--- src/rtl/mem_port_arbiter.sv ---
// -----------------------------------------------------------------------------
// mem_port_arbiter
//
// Shares the single-ported unified instruction/data memory of the multi-cycle
// processor between the CPU datapath and a debug/loader port. The CPU path is
// a zero-latency pass-through. Whenever the debug side owns the memory, the
// CPU is frozen through cpu_stall. The debug side can hold the memory across
// several transfers by keeping dbg_lock high (a locked burst).
//
// Optional feature, enabled by defining MEMARB_STARVE_GUARD_EN:
//   A starvation guard counts the arbitration cycles that a pending debug
//   request loses. After DBG_MAX_WAIT such cycles, the next cycle is given to
//   the debug port. Without the macro the CPU has strict priority in ARB mode,
//   and the debug port can starve.
//
// Parameters
//   ADDR_W        address width of both ports and the memory
//   DATA_W        data width
//   DBG_MAX_WAIT  lost cycles before a pending debug request is forced through
//
// Ports
//   clk, reset                   clock (rising edge), async active-low reset
//   cpu_req/we/addr/wdata        CPU access request for this cycle
//   cpu_rdata, cpu_stall         read data back to the CPU, CPU freeze
//   dbg_valid/we/lock/addr/wdata debug request; lock keeps the grant
//   dbg_ready                    debug request accepted this cycle
//   dbg_rvalid, dbg_rdata        registered debug read response (cycle N+1)
//   mem_addr/wdata/read/write    memory array control
//   mem_rdata                    combinational memory read data
// -----------------------------------------------------------------------------
module mem_port_arbiter #(
  parameter int ADDR_W       = 32,
  parameter int DATA_W       = 32,
  parameter int DBG_MAX_WAIT = 8
) (
  input  logic              clk,
  input  logic              reset,

  input  logic              cpu_req,
  input  logic              cpu_we,
  input  logic [ADDR_W-1:0] cpu_addr,
  input  logic [DATA_W-1:0] cpu_wdata,
  output logic [DATA_W-1:0] cpu_rdata,
  output logic              cpu_stall,

  input  logic              dbg_valid,
  input  logic              dbg_we,
  input  logic              dbg_lock,
  input  logic [ADDR_W-1:0] dbg_addr,
  input  logic [DATA_W-1:0] dbg_wdata,
  output logic              dbg_ready,
  output logic              dbg_rvalid,
  output logic [DATA_W-1:0] dbg_rdata,

  output logic [ADDR_W-1:0] mem_addr,
  output logic [DATA_W-1:0] mem_wdata,
  output logic              mem_read,
  output logic              mem_write,
  input  logic [DATA_W-1:0] mem_rdata
);

  typedef enum logic {
    ARB  = 1'b0,  // normal arbitration
    LOCK = 1'b1   // debug owns the memory, CPU frozen
  } mode_e;

  mode_e             mode_q, mode_d;
  logic              dbg_rvalid_q, dbg_rvalid_d;
  logic [DATA_W-1:0] dbg_rdata_q, dbg_rdata_d;

  logic              force_dbg;
  logic              dbg_grant;
  logic              cpu_grant;
  logic              dbg_xfer;

`ifdef MEMARB_STARVE_GUARD_EN
  localparam int CNT_W = $clog2(DBG_MAX_WAIT + 1);
  localparam logic [CNT_W-1:0] WAIT_MAX = CNT_W'(DBG_MAX_WAIT);

  logic [CNT_W-1:0] wait_cnt_q, wait_cnt_d;

  // The debug side is forced through once it has lost DBG_MAX_WAIT cycles.
  assign force_dbg = (wait_cnt_q == WAIT_MAX);
`else
  assign force_dbg = 1'b0;
`endif

  // ---------------------------------------------------------------------------
  // Grant and memory mux (combinational, evaluated every cycle)
  // ---------------------------------------------------------------------------
  always_comb begin
    dbg_grant = 1'b0;
    cpu_grant = 1'b0;
    if (mode_q == LOCK) begin
      // The locked debug owner keeps the memory; the CPU is never granted,
      // even on idle gap cycles inside the burst.
      dbg_grant = dbg_valid;
      cpu_grant = 1'b0;
    end else begin
      dbg_grant = dbg_valid & (~cpu_req | force_dbg);
      cpu_grant = cpu_req & ~dbg_grant;
    end
  end

  assign dbg_xfer = dbg_valid & dbg_grant;

  always_comb begin
    // With no grant, the address idles on the CPU address.
    mem_addr  = cpu_addr;
    mem_wdata = cpu_wdata;
    mem_read  = 1'b0;
    mem_write = 1'b0;
    if (dbg_grant) begin
      mem_addr  = dbg_addr;
      mem_wdata = dbg_wdata;
      mem_read  = ~dbg_we;
      // The memory commits on the next edge. Gating with reset keeps a write
      // that is in flight while reset is held from landing in the array.
      mem_write = dbg_we & reset;
    end else if (cpu_grant) begin
      mem_read  = ~cpu_we;
      mem_write = cpu_we & reset;
    end
  end

  assign cpu_rdata  = mem_rdata;
  assign cpu_stall  = (cpu_req & ~cpu_grant) | (mode_q == LOCK);
  assign dbg_ready  = dbg_grant;
  assign dbg_rvalid = dbg_rvalid_q;
  assign dbg_rdata  = dbg_rdata_q;

  // ---------------------------------------------------------------------------
  // Next-state logic
  // ---------------------------------------------------------------------------
  always_comb begin
    mode_d       = mode_q;
    dbg_rvalid_d = dbg_xfer & ~dbg_we;
    dbg_rdata_d  = dbg_rdata_q;

    // The read response is captured at the accept edge. It is held afterwards
    // so dbg_rdata stays stable after the one-cycle rvalid pulse.
    if (dbg_xfer && !dbg_we) begin
      dbg_rdata_d = mem_rdata;
    end

    unique case (mode_q)
      ARB: begin
        if (dbg_xfer && dbg_lock) begin
          mode_d = LOCK;
        end
      end
      LOCK: begin
        // Dropping dbg_lock releases the memory at this edge, with or without
        // a final transfer in the same cycle.
        if (!dbg_lock) begin
          mode_d = ARB;
        end
      end
      default: mode_d = ARB;
    endcase
  end

`ifdef MEMARB_STARVE_GUARD_EN
  always_comb begin
    wait_cnt_d = wait_cnt_q;
    if (!dbg_valid || dbg_xfer) begin
      wait_cnt_d = '0;
    end else if (mode_q == ARB && wait_cnt_q != WAIT_MAX) begin
      // Here dbg_valid is high and no transfer happened, so the request lost
      // this cycle to the CPU.
      wait_cnt_d = wait_cnt_q + CNT_W'(1);
    end
  end
`endif

  // ---------------------------------------------------------------------------
  // State registers
  // ---------------------------------------------------------------------------
  always_ff @(posedge clk or negedge reset) begin
    if (!reset) begin
      mode_q       <= ARB;
      dbg_rvalid_q <= 1'b0;
      dbg_rdata_q  <= '0;
`ifdef MEMARB_STARVE_GUARD_EN
      wait_cnt_q   <= '0;
`endif
    end else begin
      mode_q       <= mode_d;
      dbg_rvalid_q <= dbg_rvalid_d;
      dbg_rdata_q  <= dbg_rdata_d;
`ifdef MEMARB_STARVE_GUARD_EN
      wait_cnt_q   <= wait_cnt_d;
`endif
    end
  end

endmodule

--- config.mk ---
export PLATFORM = sky130hd
export DESIGN_NAME = mem_port_arbiter
export DESIGN_NICKNAME = d
export VERILOG_FILES = /design/src/rtl/mem_port_arbiter.sv
export SDC_FILE = /design/constraint.sdc
export NUM_CORES = 1
export LEC_CHECK = 0
export CAP_MARGIN = 20
export CORE_AREA = 2 2 115 117
export DETAILED_ROUTE_END_ITERATION = 8
export DIE_AREA = 0 0 117 119
export SLEW_MARGIN = 20
export SYNTH_ARGS = -nofsm -noshare
export SYNTH_HDL_FRONTEND = slang
export SYNTH_SLANG_ARGS = --single-unit
--- constraint.sdc ---
create_clock -name clk -period 4.3 [get_ports clk]
set_clock_uncertainty 0.2 [all_clocks]
set_input_delay 0.645 -clock clk [delete_from_list [all_inputs] [get_ports clk]]
set_output_delay 0.645 -clock clk [all_outputs]
set_load 0.01 [all_outputs]
==> results.txt <==
Router iterations before antenna repair: 4
Max Cap Violations: 0
Filler Cell Count: 1220
Worst-Margin Slew: 0.534 ns
CP max FO: 34
First-pass GRT wire length: 16300 um
Clock Pin Slew Worst Setup and Hold Paths: 0.05 ns
TritonCTS buffer count: 5
Final #Nets: 618
Crit path required time: 3.45 ns
Final Hold Fails: 0
Clk sinks: 34
Period Utilization, post-route: 84.0%
Starting density of the core: 19.6%
GPL Wtd Cong: 0.775
EDFF count, synth: 0
Clk Latency, worst-skew pair: 0.27 ns
RSZ-0062 raised after global routing: no
Sequential area share after synthesis: 33.8%
Post-synthesis net count: 351
CTS Hold Buffers Added: 0
Overall power: 1.47 mW
Commonest cells post-synth: 58 x mux2_2, 38 x mux2_4, 34 x dfrtp_1, 32 x buf_4, 5 x buf_6
Post-DRT Antenna Nets: 0
Initial antenna violation count: 1
Area Growth Syn to Fin: 121%
Hold WS: 0.218 ns
Detailed-route via count: 2427
Die ar.: 0.0139 mm2
Placed inst area: 0.00541 mm2
Synth area leader: dfrtp_1
Power density over the cells: 264 mW/mm2
Slew HR: 64.4%
Share of post-route cells with drive strength above 1: 25.0%
Die W: 117 um
Post-cts resize count: 0
Tot GR Track Use: 16.0%
R2R depth: 4
Asr flop ratio synth: 100%
H-Tree Depth: 2
Critical Path Start Type: primary input
Critical Path AT: 2.77 ns
DRC viols: 0
Synth Warn #: 0
Peak VDD IR: 0.157 mV
Via density: 3.86
FP Rows: 42
Final wirelength: 11800 um
Core area: 0.0129 mm2
Setup Total Neg Slack: 0 ns
Final setup viols: 0
Mapped cell area: 0.00252 mm2
I/O Buffers: 299
DIE HEIGHT: 119 um
Clock period minus worst slack: 3.61 ns
Ports: 300
Number of global-route vias before repair: 2672
Top FF cell, synth: dfrtp_1
Placed wire-length estimate: 10000 um
GRT overflow: 0
Routed WL per cell: 18.8 um
Max-slew violations: 0
Count leader, synth: mux2_2
Unique masters post-synth: 19
Max clock buf depth: 2
Kind of critical path: in -> out
Register bit count reported by yosys: 34
Cell leakage power: 2.27 nW
CTS tree: done
Clk root buf: clkbuf_16
Synth Area per Inst: 13.7 um2
HP Class: in -> async
Setup bufs post-CTS: 0
Outcome: completed
Final Instance Area: 0.00556 mm2
Largest net degree at the start of global routing: 35
Fmax: 277 MHz
CP endpoint kind: output port
Synth top area cells: dfrtp_1 34%, mux2_2 26%, mux2_4 23%
Synth top area share: 33.8%
Syn Inst Count: 184
DRT iter0 DRCs: 41
==> per-layer routing <==
metal  vias to the layer above  wire (um)  track usage (%)
met5                         -          0                0
met4                         0        179             3.97
met3                         9       1160             4.89
met2                       144       6000             28.8
met1                      1125       4510             18.1
li1                       1149          -                -
==> path summary, 6_finish.rpt <==
| path | slack, ns | end | startpoint |
|---|---|---|---|
| max in group asynchronous | 3.35 | dbg_rdata[24] | reset |
| max reg2reg | 2.54 | dbg_rdata[27] | mode_q |
| min | 0.22 | mode_q | reset |
| min reg2reg | 0.31 | dbg_rdata[31] | dbg_rdata[31] |
| max | 0.69 | mem_wdata[23] | cpu_req |
| min in group clk | 0.31 | dbg_rdata[31] | dbg_rdata[31] |
==> power breakdown <==
group | switching (mW) | internal [mW] | total [mW]
Combinational | 0.229 | 0.466 | 0.694
Clock | 0.129 | 0.229 | 0.358
Sequential | 0.0312 | 0.382 | 0.413
Total | 0.389 | 1.08 | 1.47
==> worst max-delay path, stage by stage <==
cell and delay, ns:
clkdlybuf4s50_1 0.52, nand2b_2 0.11, nand2_4 0.09, buf_4 0.46, mux2_4 0.38, clkdlybuf4s50_1 0.55
==> metrics by stage <==
stage | util (%) | setup WS, ns | cells
floorplan | - | 2.04 | 184
global placement | 42.0 | 0.726 | 620
detailed placement | 42.0 | 0.709 | 620
CTS | 43.2 | 0.699 | 628
global route | 43.2 | 0.611 | 629
finish | 43.2 | 0.690 | 629
==> layout by cell type (no fill, tap or decap), types with 4 or more instances in the layout <==
cell,instances
dfrtp_1,34
buf_4,4
clkdlybuf4s50_1,298
mux2_2,58
clkbuf_16,5
mux2_4,38
==> area by class of cell <==
type                       instances  area (um2)  area share, %
timing repair buffer             303        3020           54.3
clock buffer                       6         139           2.50
tap                              176         220           3.96
multi-input combinational        106        1310           23.6
clock inverter                     2        12.5          0.225
inverter                           1        3.75         0.0675
antenna                            1        2.50         0.0450
sequential                        34         851           15.3
==> state kept, by name, indices dropped and copies added (netlist names) <==
name,count
dbg_rdata,32
dbg_rvalid,1
mode_q,1
==> cell families (layout without fill, tap and decap cells) <==
kind of cell	Yosys count	after routing	share of synthesized area, %
muxes	96	96	48.6
buffers and inverters	44	312	14.3
DFF	34	34	33.8
and+or+nand+nor	7	7	2.49
AOI/OAI and AO/OA	3	3	0.845
other	0	1	0
No activity file was read; power rests on OpenSTA's default activity.
